--- src/rtl/eco_pkg.sv ---
// Shared constants, sweeper state encoding and vector-count helper for the
// ECO cone signature sweeper.
package eco_pkg;

  localparam int          W_DEF     = 3;
  localparam int          SIG_W_DEF = 16;
  localparam logic [15:0] POLY_DEF  = 16'h1021;
  localparam logic [15:0] SEED_DEF  = 16'hFFFF;

  typedef enum logic [1:0] {
    ST_IDLE,
    ST_SWEEP,
    ST_DRAIN,
    ST_FIN
  } sweep_state_e;

  // Number of (a, b) operand pairs for a two-operand cone of width w.
  function automatic int vec_count(input int w);
    return 1 << (2 * w);
  endfunction

endpackage

--- src/rtl/eco_misr.sv ---
// Multiple-input signature register: Galois-style shift with POLY feedback,
// W-bit data folded into the low bits on each enabled cycle.
module eco_misr
  import eco_pkg::*;
#(
  parameter int               W     = W_DEF,
  parameter int               SIG_W = SIG_W_DEF,
  parameter logic [SIG_W-1:0] POLY  = SIG_W'(POLY_DEF),
  parameter logic [SIG_W-1:0] SEED  = SIG_W'(SEED_DEF)
) (
  input  logic             clk,
  input  logic             rst,
  input  logic             load,
  input  logic             en,
  input  logic [W-1:0]     din,
  output logic [SIG_W-1:0] sig
);

  logic [SIG_W-1:0] sig_q, sig_d;

  // NOTE: every always_comb output gets a default first, so no path can leave it unassigned and infer a latch.
  always_comb begin
    sig_d = sig_q;
    if (load) begin
      sig_d = SEED;
    end else if (en) begin
      sig_d = {sig_q[SIG_W-2:0], 1'b0} ^ (sig_q[SIG_W-1] ? POLY : '0) ^ SIG_W'(din);
    end
  end

  // NOTE: state is updated with non-blocking assignments only, so every flop samples pre-edge values.
  always_ff @(posedge clk or posedge rst) begin
    if (rst) sig_q <= SEED;
    else     sig_q <= sig_d;
  end

  assign sig = sig_q;

endmodule

--- src/rtl/eco_vector_sweeper.sv ---
// Exhaustive (a, b) sweep of a W-bit two-operand cone, MISR compaction of
// its y output after LAT cycles, and a golden-signature compare at the end.
module eco_vector_sweeper
  import eco_pkg::*;
#(
  parameter int               W     = W_DEF,
  parameter int               LAT   = 0,
  parameter int               SIG_W = SIG_W_DEF,
  parameter logic [SIG_W-1:0] POLY  = SIG_W'(POLY_DEF),
  parameter logic [SIG_W-1:0] SEED  = SIG_W'(SEED_DEF)
) (
  input  logic             clk,
  input  logic             rst,
  input  logic             start,
  input  logic [SIG_W-1:0] exp_sig,
  output logic [W-1:0]     a,
  output logic [W-1:0]     b,
  input  logic [W-1:0]     y_in,
  output logic             busy,
  output logic             done,
  output logic             pass,
  output logic [SIG_W-1:0] sig
);

  localparam int                 IDX_W    = 2 * W;
  localparam int                 CNT_W    = 2 * W + 1;
  localparam int                 N_VEC    = vec_count(W);
  localparam logic [IDX_W-1:0]   IDX_LAST = IDX_W'(N_VEC - 1);
  localparam logic [CNT_W-1:0]   CNT_LAST = CNT_W'(N_VEC - 1);

  sweep_state_e     state_q, state_d;
  logic [IDX_W-1:0] idx_q, idx_d;
  logic [CNT_W-1:0] cnt_q, cnt_d;
  logic             busy_q, busy_d;
  logic             done_q, done_d;
  logic             pass_q, pass_d;
  logic             start_acc;
  logic             pres_valid;
  logic             absorb;

  // A vector is on a/b during every SWEEP cycle; its y arrives LAT cycles later.
  assign pres_valid = (state_q == ST_SWEEP);

  if (LAT == 0) begin : g_no_pipe
    assign absorb = pres_valid;
  end else begin : g_pipe
    logic [LAT-1:0] pipe_q, pipe_d;

    always_comb pipe_d = LAT'({pipe_q, pres_valid});

    always_ff @(posedge clk or posedge rst) begin
      if (rst) pipe_q <= '0;
      else     pipe_q <= pipe_d;
    end

    assign absorb = pipe_q[LAT-1];
  end

  always_comb begin
    state_d   = state_q;
    idx_d     = idx_q;
    cnt_d     = cnt_q;
    busy_d    = busy_q;
    pass_d    = pass_q;
    done_d    = 1'b0;
    start_acc = 1'b0;
    case (state_q)
      ST_IDLE: begin
        if (start) begin
          start_acc = 1'b1;
          state_d   = ST_SWEEP;
          idx_d     = '0;
          cnt_d     = '0;
          busy_d    = 1'b1;
          pass_d    = 1'b0;
        end
      end
      ST_SWEEP, ST_DRAIN: begin
        if (state_q == ST_SWEEP && idx_q != IDX_LAST) idx_d = idx_q + IDX_W'(1);
        if (absorb) cnt_d = cnt_q + CNT_W'(1);
        // The final absorb ends the sweep whether it lands in SWEEP (LAT=0) or DRAIN.
        if (absorb && cnt_q == CNT_LAST) begin
          state_d = ST_FIN;
          busy_d  = 1'b0;
          done_d  = 1'b1;
        end else if (state_q == ST_SWEEP && idx_q == IDX_LAST) begin
          state_d = ST_DRAIN;
        end
      end
      ST_FIN: begin
        pass_d  = (sig == exp_sig);
        state_d = ST_IDLE;
      end
      default: state_d = ST_IDLE;
    endcase
  end

  // NOTE: every control flop, including the index and counters, is reset so an aborted sweep leaves nothing behind.
  always_ff @(posedge clk or posedge rst) begin
    if (rst) begin
      state_q <= ST_IDLE;
      idx_q   <= '0;
      cnt_q   <= '0;
      busy_q  <= 1'b0;
      done_q  <= 1'b0;
      pass_q  <= 1'b0;
    end else begin
      state_q <= state_d;
      idx_q   <= idx_d;
      cnt_q   <= cnt_d;
      busy_q  <= busy_d;
      done_q  <= done_d;
      pass_q  <= pass_d;
    end
  end

  eco_misr #(
    .W    (W),
    .SIG_W(SIG_W),
    .POLY (POLY),
    .SEED (SEED)
  ) u_misr (
    .clk (clk),
    .rst (rst),
    .load(start_acc),
    .en  (absorb),
    .din (y_in),
    .sig (sig)
  );

  assign a    = idx_q[IDX_W-1:W];
  assign b    = idx_q[W-1:0];
  assign busy = busy_q;
  assign done = done_q;
  assign pass = pass_q;

endmodule

--- config.mk ---
export PLATFORM = sky130hd
export DESIGN_NAME = eco_vector_sweeper
export DESIGN_NICKNAME = d
export VERILOG_FILES = /design/src/rtl/eco_pkg.sv /design/src/rtl/eco_misr.sv /design/src/rtl/eco_vector_sweeper.sv
export SDC_FILE = /design/constraint.sdc
export NUM_CORES = 1
export LEC_CHECK = 0
export ABC_AREA = 0
export CORE_ASPECT_RATIO = 1.2
export CORE_UTILIZATION = 65
export DETAILED_ROUTE_END_ITERATION = 16
export DONT_BUFFER_PORTS = 1
export PLACE_DENSITY = 0.81
export SLEW_MARGIN = 15
export SYNTH_ARGS = -nofsm -noshare
export SYNTH_HDL_FRONTEND = slang
export SYNTH_SLANG_ARGS = --single-unit
--- constraint.sdc ---
create_clock -name clk -period 2.6 [get_ports clk]
set_input_delay 0.52 -clock clk [delete_from_list [all_inputs] [get_ports clk]]
set_output_delay 0.52 -clock clk [all_outputs]
set_load 0.01 [all_outputs]
==> impl_metrics.csv, run 1 <==
group,metric,value,unit
logic_synthesis,synthMuxAreaShare,0.0724,
place,dp_hpwl,2640,µm
routing,vias,1369,
routing,drcViolationCount,0,
sta,relSlewSlack,0.660,
logic_synthesis,yosys.area_share.xor_xnor,0.117,
sta,tns,0,ps
routing,via_per_inst,6.14,
critical_path,max_stage_delay,480,ps
power_and_ir_drop,p_per_area,856,nW/µm²
die,rows,20,
place,place_ws,623,ps
layout,insertedDiodeCount,0,
cts,cts.clk_slew.worst_paths,100,ps
logic_synthesis,ys_ff_latch,34,
critical_path,path_depth,6,
critical_path,r2r_cells,6,
die,die_x,50.9,µm
global_route,antenna_found_initial,0,
die,core_area,2630,µm²
global_route,grt_usage,0.260,
global_route,gr-total-overflow,0,
layout,area_growth,4.76,%
routing,wirelength,3630,µm
critical_path,cp_top_family,"adder cells",
critical_path,worstPathArrival,2240,ps
critical_path,cp_slowest_cell,"ha_1",
cts,cts_root_buf,"clkbuf_4",
routing,dr.pass1.iters,4,
logic_synthesis,yosysUniqueCellTypes,37,
logic_synthesis,synth_fa_ha_area_frac,0.0335,
critical_path,rr_startpoint,"state_q[0]",
sta,rsz0062_at_grt,"no",
sta,fin_skew,12.4,ps
logic_synthesis,yosysWarnings,0,
cts,cts_hold_repair.buffers,0,
sta,fin_ws,575,ps
global_route,grt_start_max_net_pins,35,
critical_path,crit_required,2810,ps
die,die-area,3090,µm²
critical_path,cp_max_fo,14,
job,maxCapViolCount,0,
cts,cts_tree,"done",
critical_path,cp-end-kind,"flop",
sta,hold_viol_final,0,
die,start_util,0.710,
logic_synthesis,synth_top_family_by_area,"simple AND/OR/NAND/NOR gates",
sta,clock.fmax,0.494,GHz
logic_synthesis,yosysTopAreaCellShare,0.241,
sta,fin_crit,2030,ps
sta,fin_crit_sh,0.779,
sta,worst_slew_pin_slew,509,ps
cts,postCtsSetupRepairBufs,0,
logic_synthesis,postSynthCellCount,187,
cts,clockBufferDepth,2,
logic_synthesis,synth-compound-area-share,0.0885,
cts,postCtsResizedCells,0,
logic_synthesis,syn_nets,214,
die,ioPinCount,47,
layout,final_cell_count_no_fill,223,
power_and_ir_drop,cellLeakagePower,0.000926,µW
cts,numCtsBuffers,5,
critical_path,path_class,"flop to flop",
critical_path,cp_num_buf_inv,1,
logic_synthesis,avgSynthCellArea,9.98,µm²
cts,htreeDepth,2,
routing,drt_iter0_drc,35,
logic_synthesis,yosys.area_share.simple,0.188,
place,port_buffers,0,
global_route,grt_pass1_vias,1364,
logic_synthesis,yosysSeqAreaShare,0.466,
global_route,grt_pass1_wl,5820,µm
critical_path,startpoint,"state_q[0]",
logic_synthesis,synth_area_leaders,"dfrtp_1 (24%), dfstp_2 (23%), xor2_1 (8.0%)",
sta,finalSetupViolCount,0,
sta,report.final.slew_viol_count,0,
layout,nNetsFinal,216,
logic_synthesis,yosysTopAreaCell,"dfrtp_1",
routing,drtAntennaViolNets,0,
worst_hold_path,hold_class,"input pin to async pin",
layout,layout-drive-gt1-share,0.153,
status,status,"completed",
cts,clkLatencyLatePin,330,ps
cts,clock-sinks,34,
place,gp_congestion,0.817,
place,dp_cells,215,
power_and_ir_drop,ir_worst_vdd,553,µV
critical_path,crit_chain,"inv_1, ha_1, mux2_4, and2_1, a41oi_1, nor3_1",
die,die_height,60.7,µm
logic_synthesis,synth_area,1870,µm²
routing,wire_per_inst,16.3,µm
critical_path,start_kind,"flop",
-- registers in the layout, summed over array words and instances (netlist names) --
| name | flops |
|---|---|
| u_misr.sig | 16 |
| cnt_q | 7 |
| idx_q | 6 |
| state_q | 2 |
| busy | 1 |
| done | 1 |
| pass | 1 |
-- layer usage --
metal,vias to the layer above,global-route usage,share of wire,wire length (µm)
li1,655,-,-,-
met1,666,0.259,0.38,1380
met2,44,0.496,0.54,1950
met3,4,0.0877,0.063,228
met4,0,0.0992,0.018,65
met5,-,0,0,0
-- cells in the final DEF (no fill, tap or decap), drive strengths merged, types with 2 or more instances in the layout --
cell,count
clkbuf,8
nand2,31
and4,2
a41oi,2
nor4,5
or3,2
nand4,5
o31ai,3
dfstp,16
nand2b,2
xor2,17
inv,8
xnor2,8
o21ai,8
a21oi,6
ha,5
dfrtp,18
o22ai,3
nand3,6
and2,4
nor2,5
mux2i,12
nor3,2
buf,3
-- power breakdown --
group	switching [µW]	internal [µW]
sequential	253	761
combinational	171	193
clock	163	133
total	587	1090
-- final cells by class --
class                   count  area, µm²
inverters                   8       30.0
repair buffers              3       22.5
clock buffers               8       58.8
well taps                  33       41.3
multi-input cells         137        932
fillers                   190        672
flip-flops and latches     34        871
-- metrics by stage --
stage          hold WS, ps  total power [µW]  area [µm²]   util
2_1_floorplan          468              1280        1870      -
3_3_place_gp           496              1370        1900  0.722
3_5_place_dp           498              1390        1900  0.722
4_1_cts                144              1700        1960  0.744
5_1_grt                177              1780        1960  0.744
6_report               149              1670        1960  0.744
-- synth_stat cells --
library cell	number
a311o_1	1
nor3b_1	1
nand3_1	6
o22a_1	1
dfstp_2	16
and2_1	4
or3_1	2
clkbuf_1	5
nand4_1	5
nor4_1	4
a41oi_1	2
mux2_4	1
xnor2_1	8
a22o_1	1
o31ai_1	3
nand2b_1	1
nand2_1	30
ha_1	5
nor4b_1	1
or2_1	1
o41ai_1	1
nor3_1	2
dfrtp_1	18
nor4_2	1
o21ai_0	6
o21ai_1	2
nand2_4	1
inv_1	8
mux2i_1	12
and4_1	2
nand2b_2	1
a21oi_1	6
nor2b_1	1
nor2_1	5
xor2_1	17
buf_2	3
o22ai_1	3
-- final timing paths --
path	to	slack, ps
max reg2reg	idx_q[3]	570
min in group clk	pass	400
min reg2reg	cnt_q[1]	520
min	idx_q[1]	150
max in group asynchronous	u_misr.sig[2]	2100
max	idx_q[3]	570
-- cell families (layout without fill, tap and decap cells) --
kind of cell	Yosys count	count (layout)
AO/OA/AOI/OAI	26	26
adder cells (fa/ha/maj)	5	5
multiplexers	13	13
AND/OR/NAND/NOR	68	68
XOR/XNOR	25	25
flip-flops	34	34
buffers and inverters	16	19
No activity file was read; power rests on OpenSTA's default activity.
==> run 2: changes to the inputs <==
--- a/config.mk
+++ b/config.mk
@@ -5,12 +5,12 @@
 export SDC_FILE = /design/constraint.sdc
 export NUM_CORES = 1
 export LEC_CHECK = 0
-export ABC_AREA = 0
+export ABC_AREA = 1
 export CORE_ASPECT_RATIO = 1.2
-export CORE_UTILIZATION = 65
+export CORE_UTILIZATION = 56
 export DETAILED_ROUTE_END_ITERATION = 16
 export DONT_BUFFER_PORTS = 1
-export PLACE_DENSITY = 0.81
+export PLACE_DENSITY = 0.74
 export SLEW_MARGIN = 15
 export SYNTH_ARGS = -nofsm -noshare
 export SYNTH_HDL_FRONTEND = slang
==> constraint.sdc (replaced) <==
create_clock -name clk -period 1.8 [get_ports clk]
set_input_delay 0.36 -clock clk [delete_from_list [all_inputs] [get_ports clk]]
set_output_delay 0.36 -clock clk [all_outputs]
set_load 0.01 [all_outputs]
==> run 2 against run 1 <==
Against the previous run: die area increased by 21%; cell count increased by 38%; power increased by 100%; fmax increased by 23%.
==> impl_metrics.csv, run 2 <==
group,metric,value,unit
status,status,"completed",
cts,clkLatencyLatePin,290,ps
logic_synthesis,synth_area_leaders,"dfrtp_1 (23%), dfstp_2 (21%), nand2_1 (16%)",
sta,fin_crit_sh,0.917,
cts,clock-sinks,34,
cts,postCtsSetupRepairBufs,0,
cts,cts_tree,"done",
place,port_buffers,0,
cts,htreeDepth,2,
place,gp_congestion,0.768,
routing,via_per_inst,5.26,
logic_synthesis,avgSynthCellArea,7.52,µm²
sta,finalSetupViolCount,0,
logic_synthesis,postSynthCellCount,261,
cts,numCtsBuffers,5,
die,die-area,3750,µm²
cts,cts.clk_slew.worst_paths,70,ps
critical_path,crit_chain,"inv_1, ha_1, nand2_1, inv_2, nor2_2, a22oi_1",
power_and_ir_drop,p_per_area,1610,nW/µm²
logic_synthesis,synth_edf_count,0,
layout,nNetsFinal,296,
sta,fin_skew,4.97,ps
global_route,gr-total-overflow,0,
global_route,grt_pass1_wl,6350,µm
layout,insertedDiodeCount,0,
die,rows,23,
critical_path,max_stage_delay,490,ps
die,die_x,56.1,µm
layout,layout_commonest_cell,"nand2_1",
global_route,antenna_found_initial,0,
sta,hold_viol_final,0,
power_and_ir_drop,ir_worst_vdd,1240,µV
die,start_util,0.588,
power_and_ir_drop,cellLeakagePower,0.00114,µW
cts,clockBufferDepth,2,
logic_synthesis,ys_ff_latch,34,
layout,layout-drive-gt1-share,0.152,
logic_synthesis,synthFlopType,"dfrtp_1",
place,dpl_cell_area,2020,µm²
logic_synthesis,syn_nets,288,
logic_synthesis,async_flop_share,1.00,
critical_path,crit_required,1980,ps
worst_hold_path,hold_class,"input pin to async pin",
logic_synthesis,yosysSeqAreaShare,0.444,
global_route,grt_usage,0.229,
layout,final_cell_area,2110,µm²
job,maxCapViolCount,0,
sta,fin_crit,1650,ps
global_route,grt_pass1_vias,1503,
logic_synthesis,synth_area,1960,µm²
die,ioPinCount,47,
layout,largest_register_ffs,16,
place,dp_hpwl,2960,µm
sta,report.final.slew_viol_count,0,
sta,clock.fmax,0.606,GHz
routing,drt_iter0_drc,65,
logic_synthesis,yosysTopAreaCellShare,0.229,
sta,worst_slew_pin_slew,627,ps
die,core_area,3340,µm²
logic_synthesis,yosysTopAreaCell,"dfrtp_1",
logic_synthesis,yosysMostFrequentCell,"nand2_1",
power_and_ir_drop,finalPower,3400,µW
routing,drcViolationCount,0,
die,die_height,66.9,µm
critical_path,worstPathArrival,1830,ps
layout,nFillCells,309,
layout,layout_common_cells,"nand2_1 (86), inv_1 (42), dfrtp_1 (18)",
cts,postCtsResizedCells,0,
layout,fin_util,0.633,
critical_path,start_kind,"flop",
routing,wirelength,3890,µm
logic_synthesis,synth_common_cells,"nand2_1 (86), inv_1 (42), dfrtp_1 (18)",
logic_synthesis,yosysUniqueCellTypes,29,
critical_path,cp_slowest_cell,"nor2_2",
logic_synthesis,yosysWarnings,0,
sta,rsz0062_at_grt,"yes",
cts,cts_hold_repair.buffers,0,
critical_path,cp-end-kind,"flop",
sta,relSlewSlack,0.582,
global_route,grt_start_max_net_pins,35,
routing,vias,1616,
cts,cts_root_buf,"clkbuf_8",
routing,dr.pass1.iters,4,
critical_path,path_class,"flop to flop",
critical_path,cp_max_fo,16,
layout,area_growth,7.65,%
routing,wire_per_inst,12.7,µm
routing,drtAntennaViolNets,0,
[run 2: cell types whose count changed in the layout (fill, tap and decap cells not counted), sizes merged, moves of 5 or more]
cell	change
nor4	-5
mux2i	-11
o21ai	+5
inv	+40
nor2	+14
a22oi	+14
xor2	-15
nand2	+56
nand3	+8
xnor2	-5
[run 2: kinds of logic after synthesis]
family,synth area share
xor gates and xnor gates,0.0223
adders and majority gates,0.0319
muxes,0.00510
AOI/OAI and AO/OA,0.111
DFF,0.444
and+or+nand+nor,0.284
buffers and inverters,0.103
[run 2: path summary, 6_finish.rpt]
check,endpoint,slack [ps],cells after the start,startpoint
min in group clk,u_misr.sig[1],220,2,y_in[1]
setup reg to reg,u_misr.sig[9],150,6,state_q[0]
hold / removal,cnt_q[6],50,2,rst
setup / recovery,u_misr.sig[9],150,6,state_q[0]
hold reg to reg,cnt_q[6],510,2,cnt_q[6]
max in group asynchronous,u_misr.sig[12],1420,2,rst
[run 2: layer usage]
layer  global-route usage  wire (µm)
met5                    0          0
met2                0.406       1980
met3               0.0738        231
met4               0.0915         70
met1                0.253       1610
[run 2: critical path, delay by kind of cell, from the launching register on]
kind / cells / cell delay (ps)
adders and majority gates: 1 / 240
AOI/OAI and AO/OA: 1 / 190
and+or+nand+nor: 2 / 600
DFF: 1 / 400
buffers and inverters: 2 / 120
[run 2: cell type report]
type | instances | area [µm²] | share of cell area
multi-input combinational | 175 | 891 | 0.422
sequential | 34 | 871 | 0.412
inverter | 49 | 184 | 0.0870
clock buffer | 7 | 86.3 | 0.0409
tap | 37 | 46.3 | 0.0219
timing repair buffer | 4 | 30.0 | 0.0142
clock inverter | 1 | 5.00 | 0.00237
[run 2: power breakdown]
| group | total [µW] | switching, µW | internal [µW] |
|---|---|---|---|
| Sequential | 1420 | 312 | 1100 |
| Clock | 582 | 274 | 308 |
| Combinational | 1400 | 908 | 494 |
| Total | 3400 | 1490 | 1910 |
[run 2: through the flow]
stage | setup TNS (ps) | std cells | hold WS [ps] | setup WS, ps
6_report | 0 | 307 | 45.8 | 149
5_1_grt | -194 | 307 | 75.2 | -50.5
4_1_cts | 0 | 307 | 61.1 | 121
3_5_place_dp | 0 | 299 | 378 | 135
3_3_place_gp | 0 | 299 | 372 | 131
2_1_floorplan | 0 | 261 | 466 | 322
==> run 3: changes to the inputs <==
--- a/config.mk
+++ b/config.mk
@@ -6,12 +6,12 @@
 export NUM_CORES = 1
 export LEC_CHECK = 0
 export ABC_AREA = 1
-export CORE_ASPECT_RATIO = 1.2
-export CORE_UTILIZATION = 56
+export CORE_UTILIZATION = 57
 export DETAILED_ROUTE_END_ITERATION = 16
 export DONT_BUFFER_PORTS = 1
-export PLACE_DENSITY = 0.74
+export PLACE_DENSITY = 0.75
 export SLEW_MARGIN = 15
 export SYNTH_ARGS = -nofsm -noshare
 export SYNTH_HDL_FRONTEND = slang
+export SYNTH_HIERARCHICAL = 1
 export SYNTH_SLANG_ARGS = --single-unit
==> run 3 against run 2 <==
Against the previous run: count of clock-buffer cells in the layout down 2; core utilization increased by 3.4 points; clock skew up 1.6 ps; first-iteration DRC count increased by 14%; die area grew 6.6%; sequential power increased by 15%; critical path type unchanged.
==> impl_metrics.csv, run 3 <==
group,metric,value,unit
layout,largest_register_ffs,16,
sta,fin_skew,6.58,ps
die,rows,21,
sta,relSlewSlack,0.560,
die,start_util,0.616,
logic_synthesis,synthFlopType,"dfrtp_1",
global_route,grt_usage,0.232,
job,maxCapViolCount,0,
global_route,grt_pass1_wl,7260,µm
sta,tns,0,ps
sta,finalSetupViolCount,0,
global_route,gr-total-overflow,0,
die,die_x,63.2,µm
layout,layout-drive-gt1-share,0.165,
routing,drtAntennaViolNets,0,
logic_synthesis,avgSynthCellArea,7.10,µm²
die,core_area,3470,µm²
sta,fin_hold_ws,50.5,ps
die,die_height,63.2,µm
logic_synthesis,yosysMostFrequentCell,"nand2_1",
power_and_ir_drop,power.switching,1930,µW
logic_synthesis,synth_area,2140,µm²
routing,wirelength,4130,µm
sta,rsz0062_at_grt,"no",
sta,fin_crit,1640,ps
critical_path,path_class,"flop to flop",
status,status,"completed",
power_and_ir_drop,ir_worst_vdd,1480,µV
logic_synthesis,ys_ff_latch,34,
global_route,grt_start_max_net_pins,19,
critical_path,worstPathArrival,1860,ps
logic_synthesis,yosysWarnings,6,
sta,report.final.slew_viol_count,0,
place,dpl_cell_area,2190,µm²
power_and_ir_drop,swShare,0.456,
sta,fin_crit_sh,0.913,
cts,cts_root_buf,"clkbuf_8",
routing,drcViolationCount,0,
layout,final_cell_area,2310,µm²
logic_synthesis,yosysTopAreaCellShare,0.211,
sta,worst_slew_pin_slew,659,ps
critical_path,start_kind,"flop",
logic_synthesis,yosysUniqueCellTypes,28,
cts,numCtsBuffers,5,
global_route,antenna_found_initial,0,
critical_path,cp_max_fo,10,
cts,clkLatencyLatePin,280,ps
layout,fin_util,0.667,
logic_synthesis,yosysSeqAreaShare,0.408,
routing,via_per_inst,5.01,
place,port_buffers,0,
layout,nFillCells,321,
power_and_ir_drop,cellLeakagePower,0.00125,µW
routing,wire_per_inst,11.6,µm
global_route,grt_pass1_vias,1650,
layout,layout_commonest_cell,"nand2_1",
die,die-area,4000,µm²
power_and_ir_drop,p_per_area,1830,nW/µm²
critical_path,r2r_cells,9,
logic_synthesis,synth_common_cells,"nand2_1 (109), inv_1 (51), nor2_1 (27)",
critical_path,cp-end-kind,"flop",
cts,cts_tree,"done",
place,dp_hpwl,3120,µm
sta,clock.fmax,0.609,GHz
layout,layout_common_cells,"nand2_1 (109), inv_1 (51), nor2_1 (27)",
layout,insertedDiodeCount,0,
cts,htreeDepth,2,
logic_synthesis,synth_area_leaders,"dfrtp_1 (21%), dfstp_2 (20%), nand2_1 (19%)",
routing,dr.pass1.iters,4,
logic_synthesis,synth_edf_count,0,
routing,vias,1783,
cts,clockBufferDepth,2,
power_and_ir_drop,finalPower,4240,µW
critical_path,crit_required,2010,ps
layout,area_growth,8.32,%
cts,cts_hold_repair.buffers,0,
routing,drt_iter0_drc,74,
cts,cts.clk_slew.worst_paths,70,ps
logic_synthesis,async_flop_share,1.00,
power_and_ir_drop,pwr-share-seq,0.388,
sta,hold_viol_final,0,
cts,clock-sinks,34,
power_and_ir_drop,p_int,2300,µW
power_and_ir_drop,p_comb_frac,0.451,
die,ioPinCount,47,
worst_hold_path,hold_class,"input pin to async pin",
power_and_ir_drop,clkPwrFrac,0.161,
logic_synthesis,postSynthCellCount,301,
layout,nNetsFinal,336,
logic_synthesis,syn_nets,328,
logic_synthesis,yosysTopAreaCell,"dfrtp_1",
place,gp_congestion,0.837,
run 3: final timing paths:
check	from	end	slack [ps]
worst max-delay path	state_q[1]	idx_q[2]	160
worst min-delay path	rst	idx_q[5]	50
worst max register to register	state_q[1]	idx_q[2]	160
worst min register to register	cnt_q[6]	cnt_q[6]	490
max in group asynchronous	rst	idx_q[4]	1330
min in group clk	y_in[2]	u_misr/sig[2]	240
run 3: cells by family (layout without fill, tap and decap cells):
logic type	after synthesis	count (layout)	share of synthesized area
and+or+nand+nor	167	167	0.328
buffers and inverters	61	70	0.118
DFF	34	34	0.408
AOI/OAI and AO/OA	25	25	0.0791
xor gates and xnor gates	8	8	0.0328
adders and majority gates	5	5	0.0293
muxes	1	1	0.00469
run 3: worst max-delay path, cell delays in order (launching register included):
cell     delay (ps)
dfrtp_1         370
inv_1            70
ha_2            350
inv_4            60
o21ai_4         150
nand2_2         120
a21oi_2         160
buf_6           170
nand2_1          60
o21ai_1          60
run 3: per-layer routing:
| metal | GRT usage | vias to the layer above | wire (µm) |
|---|---|---|---|
| met1 | 0.300 | 798 | 1950 |
| met2 | 0.364 | 46 | 1850 |
| met4 | 0.0966 | 0 | 93 |
| met5 | 0 | - | 0 |
| li1 | - | 930 | - |
| met3 | 0.0652 | 9 | 236 |
run 3: power groups by stage:
stage	registers [µW]	logic, µW	clock network, µW
global route	1700	2200	730
finish	1640	1910	681
detailed placement	1660	1850	0
CTS	1650	1860	695
global placement	1650	1810	0
floorplan	1560	1570	0
run 3: cell type report:
class,instances,area [µm²],share of cell area
Sequential cell,34,871,0.376
Clock buffer,5,68.8,0.0297
Tap cell,46,57.6,0.0249
Clock inverter,3,40.0,0.0173
Inverter,56,213,0.0919
Multi-Input combinational cell,206,1010,0.439
Timing Repair Buffer,6,48.8,0.0211
run 3: metrics by stage:
stage / setup slack (ps) / cells
final: 157 / 356
after global routing: 11.8 / 356
after detailed placement: 119 / 347
after floorplan: 173 / 301
after global placement: 162 / 347
after CTS: 94.4 / 355
run 3: what timing repair did:
item,4_1_cts,5_1_grt
setup endpoints to repair,0,5
endpoints found under the hold margin,0,0
gates resized for setup,0,3
setup buffers,0,1
